`src/rtl/motor_driver_pkg.sv`:
```
// Shared encodings for the two-wheel motor driver: steering commands,
// H-bridge direction codes and FSM states.
package motor_driver_pkg;

  typedef enum logic [1:0] {
    CMD_STOP     = 2'b00,
    CMD_RIGHT    = 2'b01,
    CMD_LEFT     = 2'b10,
    CMD_STRAIGHT = 2'b11
  } cmd_e;

  localparam logic [1:0] DIR_FWD   = 2'b10;
  localparam logic [1:0] DIR_COAST = 2'b00;

  typedef enum logic {
    ST_IDLE = 1'b0,
    ST_RUN  = 1'b1
  } state_e;

endpackage

```
`src/rtl/motor_driver_pwm_ramp_channel.sv`:
```
// One wheel: duty register with slew-limited ramp-up (immediate ramp-down),
// registered PWM compare and H-bridge direction.
module pwm_ramp_channel
  import motor_driver_pkg::*;
#(
  parameter int PWM_BITS  = 10,
  parameter int RAMP_STEP = 100
) (
  input  logic                clk,
  input  logic                reset,
  input  logic                i_clear,
  input  logic                i_update,
  input  logic                i_cmp_en,
  input  logic [PWM_BITS-1:0] i_target,
  input  logic [PWM_BITS-1:0] i_cnt,
  output logic                o_pwm,
  output logic [1:0]          o_dir
);

  localparam logic [PWM_BITS:0] STEP = (PWM_BITS+1)'(RAMP_STEP);

  logic [PWM_BITS-1:0] r_duty;
  logic [PWM_BITS:0]   w_sum;
  logic [PWM_BITS-1:0] w_next;

  // One extra bit so duty+step cannot wrap back under the target.
  assign w_sum = {1'b0, r_duty} + STEP;

  always_comb begin
    w_next = i_target;
    if ((r_duty < i_target) && (w_sum < {1'b0, i_target}))
      w_next = w_sum[PWM_BITS-1:0];
  end

  always_ff @(posedge clk or posedge reset) begin
    if (reset) begin
      r_duty <= '0;
      o_pwm  <= 1'b0;
      o_dir  <= DIR_COAST;
    end else if (i_clear) begin
      r_duty <= '0;
      o_pwm  <= 1'b0;
      o_dir  <= DIR_COAST;
    end else begin
      o_pwm <= i_cmp_en && (i_cnt < r_duty);
      if (i_update) begin
        r_duty <= w_next;
        o_dir  <= (w_next != '0) ? DIR_FWD : DIR_COAST;
      end
    end
  end

endmodule

```
`src/rtl/motor_driver.sv`:
```
// Line-follower motor driver: IDLE/RUN FSM, shared PWM counter and steering
// decode feeding one ramped PWM channel per wheel.
module motor_driver
  import motor_driver_pkg::*;
#(
  parameter int PWM_BITS  = 10,
  parameter int DUTY_FAST = 800,
  parameter int DUTY_SLOW = 300,
  parameter int RAMP_STEP = 100
) (
  input  logic       clk,
  input  logic       reset,
  input  logic       i_start_move,
  input  logic [1:0] i_cmd,
  output logic       o_left_pwm,
  output logic       o_right_pwm,
  output logic [1:0] o_left_dir,
  output logic [1:0] o_right_dir,
  output logic       o_running
);

  localparam logic [PWM_BITS-1:0] CNT_MAX = '1;
  localparam logic [PWM_BITS-1:0] FAST    = PWM_BITS'(DUTY_FAST);
  localparam logic [PWM_BITS-1:0] SLOW    = PWM_BITS'(DUTY_SLOW);

  state_e              r_state;
  logic [PWM_BITS-1:0] r_cnt;
  cmd_e                r_cmd_q;
  cmd_e                w_cmd;
  logic                w_update;
  logic                w_cmp_en;
  logic                w_clear;
  logic [PWM_BITS-1:0] w_tgt_l;
  logic [PWM_BITS-1:0] w_tgt_r;

  // Duties move on the IDLE->RUN edge and on the last count of each period.
  assign w_clear  = !i_start_move;
  assign w_update = i_start_move && ((r_state == ST_IDLE) || (r_cnt == CNT_MAX));
  assign w_cmp_en = i_start_move && (r_state == ST_RUN);
  assign w_cmd    = w_update ? cmd_e'(i_cmd) : r_cmd_q;

  always_comb begin
    w_tgt_l = '0;
    w_tgt_r = '0;
    case (w_cmd)
      CMD_STRAIGHT: begin w_tgt_l = FAST; w_tgt_r = FAST; end
      CMD_LEFT:     begin w_tgt_l = SLOW; w_tgt_r = FAST; end
      CMD_RIGHT:    begin w_tgt_l = FAST; w_tgt_r = SLOW; end
      default:      begin w_tgt_l = '0;   w_tgt_r = '0;   end
    endcase
  end

  always_ff @(posedge clk or posedge reset) begin
    if (reset) begin
      r_state   <= ST_IDLE;
      r_cnt     <= '0;
      r_cmd_q   <= CMD_STOP;
      o_running <= 1'b0;
    end else begin
      case (r_state)
        ST_IDLE: if (i_start_move) begin
          r_state   <= ST_RUN;
          o_running <= 1'b1;
          r_cmd_q   <= cmd_e'(i_cmd);
        end
        ST_RUN: if (!i_start_move) begin
          r_state   <= ST_IDLE;
          o_running <= 1'b0;
          r_cnt     <= '0;
          r_cmd_q   <= CMD_STOP;
        end else begin
          r_cnt <= r_cnt + 1'b1;
          if (r_cnt == CNT_MAX) r_cmd_q <= cmd_e'(i_cmd);
        end
        default: r_state <= ST_IDLE;
      endcase
    end
  end

  pwm_ramp_channel #(.PWM_BITS(PWM_BITS), .RAMP_STEP(RAMP_STEP)) u_left (
    .clk(clk), .reset(reset), .i_clear(w_clear), .i_update(w_update),
    .i_cmp_en(w_cmp_en), .i_target(w_tgt_l), .i_cnt(r_cnt),
    .o_pwm(o_left_pwm), .o_dir(o_left_dir)
  );

  pwm_ramp_channel #(.PWM_BITS(PWM_BITS), .RAMP_STEP(RAMP_STEP)) u_right (
    .clk(clk), .reset(reset), .i_clear(w_clear), .i_update(w_update),
    .i_cmp_en(w_cmp_en), .i_target(w_tgt_r), .i_cnt(r_cnt),
    .o_pwm(o_right_pwm), .o_dir(o_right_dir)
  );

endmodule

```
`config.mk`:
```
export PLATFORM = sky130hd
export DESIGN_NAME = motor_driver
export DESIGN_NICKNAME = d
export VERILOG_FILES = /design/src/rtl/motor_driver_pkg.sv /design/src/rtl/motor_driver_pwm_ramp_channel.sv /design/src/rtl/motor_driver.sv
export SDC_FILE = /design/constraint.sdc
export NUM_CORES = 1
export LEC_CHECK = 0
export BUFFER_PORTS_ARGS = -buffer_cell sky130_fd_sc_hd__buf_4
export CORE_MARGIN = 2
export CORE_UTILIZATION = 45
export DETAILED_ROUTE_END_ITERATION = 10
export GPL_TIMING_DRIVEN = 0
export PLACE_DENSITY_LB_ADDON = 0.05
export SETUP_SLACK_MARGIN = 0.05
export SKIP_LAST_GASP = 1
export SYNTH_ARGS = -nofsm -noshare
export SYNTH_HDL_FRONTEND = slang
export SYNTH_SLANG_ARGS = --single-unit
```
`constraint.sdc`:
```
create_clock -name clk -period 3.4 [get_ports clk]
set_clock_uncertainty 0.15 [all_clocks]
set_input_delay 0.34 -clock clk [delete_from_list [all_inputs] [get_ports clk]]
set_output_delay 0.34 -clock clk [all_outputs]
set_load 0.005 [all_outputs]
```
==> qor.txt, run 1 <==
Via count = 2706
Top FF cell, synth = dfrtp_1
Worst-Margin Slew = 0.856 ns
IO Pins = 12
Post-synth EDFFs = 0
WL/cell = 17.2 um
Leak Pwr = 0.00168 uW
Synthesis-to-finish area growth = 22.5%
# fillers = 635
Maximum root-to-sink buffer count = 2
Yosys reg bits = 38
Worst min-delay path class = in -> reg
Max Used Layer = met4
Htree depth = 2
GPL Wtd Cong = 0.810
Worst-skew pair later-pin latency = 0.29 ns
Largest stage delay, worst path = 0.41 ns
Final Hold Fails = 0
Post-synth top area share = 30.9%
RSZ-0062 raised after global routing = yes
Nets = 429
FFs w/ async S/R, synth = 100%
Mapped Avg Cell Area = 8.81 sq um
Clk slew on worst S/H paths = 0.08 ns
Critical Path End Type = register
Unique cell type count in the Yosys netlist = 57
Maxcap violations = 0
Status = complete, but fails checks
Crit share post-route = 103%
Worst Hold Margin = 0.0519 ns
Max Clock Freq = 287 MHz
Antenna diodes = 0
Hpwl dp = 5730 um
CP max stage cell = dfrtp_2
Final ANT Viol Nets = 0
Top-count cell post-synth = ha_1
Synth area leaders = dfrtp_1, ha_1, inv_1
Wire length on met1 = 3780 um
Final setup fails = 13
Violated checks = setup timing
Top cells by count, synth = ha_1, dfrtp_1, inv_1
CTS Sinks = 38
Seq/Total Area, Yosys = 30.9%
Worst rel slew slack = 42.9%
Initial Util = 45.8%
CP Class = reg -> reg
Row count = 30
Final core occ = 56.1%
Chip width = 86.7 um
Worst-path maximum fanout = 7
First-pass GRT wire length = 13500 um
Ratio of cells with drive above 1 in the final layout = 24.1%
Pwr Density = 737 nW/um^2
TritonCTS buffer count = 5
Data required, critical path = 3.44 ns
Gr ovfl total = 0
Via density = 5.81
Final min period = 3.49 ns
Final Max Tran Viols = 0
Max rail drop VDD = 0.348 mV
Synth Instances = 349
Die Y = 86.7 um
Metal2 WL = 3920 um
Crit path launch type = register
Crit path DAT = 3.53 ns
Number of global-route vias before repair = 2753
Hold buffers post-CTS = 0
Mapped Area = 3070 sq um
First-pass detailed-route iteration total = 4
Setup ws final = -0.0901 ns
DRT iter0 DRCs = 101
Cell Chain, Critical Path = ha_4 -> nand4_1 -> o31ai_4 -> buf_6 -> mux2i_4 -> nand2_2 -> clkinv_4 -> buf_4 -> ha_1 -> o2111ai_2 -> nor2_1 -> o21ai_1 -> a32o_2 -> and3b_1 -> clkbuf_8 -> a21o_1 -> and2_1
DRC = 0
Core box area = 6720 sq um
Die ar. = 7510 sq um
Gr usage total = 22.8%
CTS tree = done
Antenna violations before repair = 0
Pin count of the biggest net entering global routing = 39
Ys Warns = 0
PortBufs = 9
DR WL met3 = 199 um
Routed WL = 8000 um
Cell taking the most area after synthesis = dfrtp_1
Clock Tree Root = clkbuf_8
[critical path, delay by kind of cell, from the launching register on]
family | cells | cell delay [ns]
AO/OA/AOI/OAI | 5 | 1.00
adder cells (fa/ha/maj) | 2 | 0.46
buffers and inverters | 4 | 0.61
flip-flops | 1 | 0.41
multiplexers | 1 | 0.07
AND/OR/NAND/NOR | 5 | 0.69
[sequential cells by signal (all words and copies together) (netlist names)]
signal,cells
r_cmd_q,2
u_right.o_pwm,1
u_right.r_duty,10
r_state,1
u_left.o_pwm,1
u_left.o_dir,1
o_running,1
u_right.o_dir,1
u_left.r_duty,10
r_cnt,10
[cells by family after synthesis]
family / share of synthesized area [%]
AOI/OAI and AO/OA: 22.5
xor gates and xnor gates: 2.28
adders and majority gates: 15.9
buffers and inverters: 6.67
DFF: 30.9
muxes: 3.70
other: 0.122
and+or+nand+nor: 17.9
[power breakdown]
part | total [uW] | switching, uW | internal (uW)
combinational | 1790 | 896 | 891
sequential | 653 | 109 | 544
clock | 337 | 173 | 163
[through the flow]
step / setup TNS [ns] / setup WS, ns / instances / instance area [sq um] / power [uW]
after floorplan: -1.16 / -0.195 / 350 / 3160 / 1690
after global placement: -11.96 / -0.758 / 439 / 3330 / 1980
after detailed placement: -13.18 / -0.836 / 439 / 3330 / 2000
after CTS: -0.387 / -0.0737 / 464 / 3660 / 2650
after global routing: -4.31 / -0.295 / 466 / 3770 / 3010
final: -0.709 / -0.0901 / 466 / 3770 / 2780
[cells in the final DEF, fill, tap and decap left out, types with 10 or more instances in the layout]
| cell type | synthesis | routed |
|---|---|---|
| a21oi_1 | 14 | 14 |
| inv_1 | 30 | 28 |
| ha_1 | 39 | 34 |
| nand3_1 | 13 | 11 |
| a31oi_1 | 11 | 10 |
| o21ai_0 | 14 | 12 |
| buf_4 | 3 | 28 |
| dfrtp_1 | 38 | 29 |
| nand2_1 | 26 | 25 |
| nor2_1 | 23 | 20 |
[layout make-up]
type                    count  area [sq um]  area share, %
plain buffers              16           103           2.72
clock buffers               6          82.6           2.19
clock inverters             2          12.5          0.332
inverters                  30           118           3.12
multi-input cells         265          2160           57.3
flip-flops and latches     38           962           25.5
well taps                  80           100           2.66
repair buffers             29           229           6.08
[per-layer routing]
layer	GRT usage [%]	vias to the layer above
met5	0	-
met4	6.39	0
met3	3.62	8
met2	38.3	36
met1	30.5	1308
li1	-	1354
[final timing paths]
kind,startpoint,to,slack [ns],cells after the start
max in group asynchronous,reset,r_cnt[7],2.43,2
worst min-delay path,i_start_move,r_state,0.05,1
worst max-delay path,r_cnt[0],u_left.r_duty[0],-0.09,17
worst max register to register,r_cnt[0],u_left.r_duty[0],-0.09,17
worst min register to register,u_right.o_dir[1],u_right.o_dir[1],0.33,2
min in group asynchronous,reset,u_right.r_duty[1],0.08,2
[repair_timing]
| item | CTS | global route |
|---|---|---|
| endpoints found under the setup margin | 22 | 22 |
| pin swaps | 8 | 6 |
| gates cloned | 1 | 0 |
| setup buffers | 17 | 2 |
| resized for setup | 29 | 20 |
Power figures use the tool's default switching activity.
==> run 2, diff against run 1 <==
--- a/config.mk
+++ b/config.mk
@@ -7,7 +7,7 @@
 export LEC_CHECK = 0
 export BUFFER_PORTS_ARGS = -buffer_cell sky130_fd_sc_hd__buf_4
 export CORE_MARGIN = 2
-export CORE_UTILIZATION = 45
+export CORE_UTILIZATION = 56
 export DETAILED_ROUTE_END_ITERATION = 10
 export GPL_TIMING_DRIVEN = 0
 export PLACE_DENSITY_LB_ADDON = 0.05
==> qor.txt, run 2 (synthesis results as in run 1) <==
Clock Tree Root = clkbuf_8 (unchanged)
Nets = 431 (was 429)
Number of global-route vias before repair = 2801 (was 2753)
Crit path launch type = register (unchanged)
Chip width = 78.1 um (was 86.7 um)
Htree depth = 2 (unchanged)
Final ANT Viol Nets = 0 (unchanged)
FF-to-FF Start = r_cnt[0] (unchanged)
WL/cell = 17.6 um (was 17.2 um)
Max rail drop VDD = 0.444 mV (was 0.348 mV)
Antenna violations before repair = 0 (unchanged)
Pin count of the biggest net entering global routing = 39 (unchanged)
Pwr Density = 765 nW/um^2 (was 737 nW/um^2)
Crit path DAT = 3.60 ns (was 3.53 ns)
Synthesis-to-finish area growth = 23.8% (was 22.5%)
TritonCTS buffer count = 5 (unchanged)
Antenna diodes = 0 (unchanged)
Ratio of cells with drive above 1 in the final layout = 25.0% (was 24.1%)
Clk slew on worst S/H paths = 0.08 ns (about the same)
Pwr Total = 2910 uW (was 2780 uW)
Hold buffers post-CTS = 0 (unchanged)
Maxcap violations = 0 (unchanged)
Worst r2r path cells = 16 (was 17)
CTS Sinks = 38 (unchanged)
PortBufs = 9 (unchanged)
IO Pins = 12 (unchanged)
Worst min-delay path class = in -> reg (unchanged)
Worst rel slew slack = 44.7% (was 42.9%)
# placed instances = 429 (was 439)
Final Instance Area = 3810 sq um (was 3770 sq um)
Critical Path End Type = register (unchanged)
Worst-Margin Slew = 0.829 ns (was 0.856 ns)
Setup TNS = -1.55 ns (was -0.709 ns)
GPL Wtd Cong = 0.859 (was 0.810)
Max Clock Freq = 280 MHz (was 287 MHz)
Routed WL = 8080 um (was 8000 um)
FF-to-FF End = u_left.r_duty[5] (was u_left.r_duty[0])
First-pass detailed-route iteration total = 4 (unchanged)
Largest registers = r_cnt: 10 flops, u_left.r_duty: 10 flops, u_right.r_duty: 10 flops (unchanged)
Leak Pwr = 0.00170 uW (was 0.00168 uW)
Reg2reg setup slack = -0.17 ns (was -0.09 ns)
Gr usage total = 27.5% (was 22.8%)
Violated checks = setup timing (unchanged)
Worst-path maximum fanout = 7 (unchanged)
Core box area = 5200 sq um (was 6720 sq um)
Final min period = 3.57 ns (was 3.49 ns)
Via density = 6.03 (was 5.81)
Most common cell after layout, fill and taps aside = ha_1 (unchanged)
CP Class = reg -> reg (unchanged)
Worst-skew pair later-pin latency = 0.30 ns (was 0.29 ns)
Pre-CTS WS = -0.775 ns (was -0.836 ns)
Post-Place Cell Area = 3320 sq um (was 3330 sq um)
Final Max Tran Viols = 0 (unchanged)
DRT iter0 DRCs = 180 (was 101)
Final Hold Fails = 0 (unchanged)
CTS tree = done (unchanged)
Data required, critical path = 3.43 ns (was 3.44 ns)
DRC = 0 (unchanged)
Status = complete, but fails checks (unchanged)
Setup ws final = -0.174 ns (was -0.0901 ns)
RSZ-0062 raised after global routing = yes (unchanged)
Hpwl dp = 5540 um (was 5730 um)
Gr ovfl total = 0 (unchanged)
Crit share post-route = 105% (was 103%)
Post-Layout Cell Count = 458 (was 466)
Maximum root-to-sink buffer count = 2 (unchanged)
First-pass GRT wire length = 13200 um (was 13500 um)
Hold-critical path depth = 1 (unchanged)
Via count = 2760 (was 2706)
Row count = 26 (was 30)
Most frequent cells in the layout = ha_1, dfrtp_1, inv_1 (was ha_1, dfrtp_1, inv_1, buf_4, nand2_1)
Final setup fails = 18 (was 13)
Die ar. = 6100 sq um (was 7510 sq um)
Die Y = 78.1 um (was 86.7 um)
Initial Util = 59.1% (was 45.8%)
Hold Path Origin = i_start_move (unchanged)
Hold Crit Endpoint = r_state (unchanged)
[run 2: cell count changes in the layout (fill, tap and decap cells not counted), moves of 2 or more]
cell / before / now
buf_4: 28 / 26
a21oi_1: 14 / 12
buf_6: 6 / 10
o21ai_2: 0 / 2
a21oi_2: 0 / 2
o21ai_0: 12 / 10
[run 2: critical path, stage by stage (launching register included)]
cell,delay (ns)
dfrtp_2,0.44
ha_4,0.16
nand4_1,0.13
o31ai_4,0.31
buf_6,0.17
mux2i_4,0.24
nand2_2,0.10
clkinv_4,0.12
ha_4,0.21
o21a_1,0.22
o221ai_2,0.19
or2_4,0.15
a32o_2,0.20
and3b_1,0.20
buf_8,0.14
nor3_4,0.05
a221o_1,0.28
[run 2: through the flow]
step / util [%] / hold WS, ns
global placement: 63.7 / 0.305
finish: 73.1 / 0.0470
CTS: 70.8 / 0.0480
global route: 73.1 / 0.0500
floorplan: - / 0.221
detailed placement: 63.7 / 0.308
[run 2: how the worst max path moves through the flow]
stage | startpoint | to | cells after the start
after detailed placement | r_cnt[1] | u_right.r_duty[3] | 16
after global placement | r_cnt[1] | u_right.r_duty[3] | 16
after floorplan | r_cnt[1] | u_right.r_duty[3] | 16
after global routing | r_cnt[0] | u_left.r_duty[3] | 16
final | r_cnt[0] | u_left.r_duty[5] | 16
after CTS | r_cnt[0] | u_right.r_duty[3] | 17
[run 2: repair_timing]
item	4_1_cts	5_1_grt
setup buffers	18	3
resized for setup	37	24
cloned	1	0
endpoints found under the setup margin	22	22
pin swaps	12	15
[run 2: layout make-up]
cell class / count / area (sq um)
plain buffers: 16 / 104
clock buffers: 6 / 82.6
clock inverters: 2 / 12.5
fillers: 420 / 1400
inverters: 30 / 118
multi-input cells: 265 / 2180
flip-flops and latches: 38 / 961
well taps: 70 / 87.6
repair buffers: 31 / 259
[run 2: routing by layer]
metal / global-route usage, % / vias to the layer above / share of wire [%]
met5: 0 / - / 0
met2: 47.5 / 73 / 50
met4: 10.4 / 0 / 2.6
li1: - / 1353 / -
met1: 34.9 / 1317 / 42
met3: 4.14 / 17 / 5.0
[run 2: power by group]
part           leakage, uW  internal, uW  switching (uW)  total [uW]
clock network    0.0000472           163             173         337
logic              0.00116           975             947        1920
registers         0.000495           544             111         655
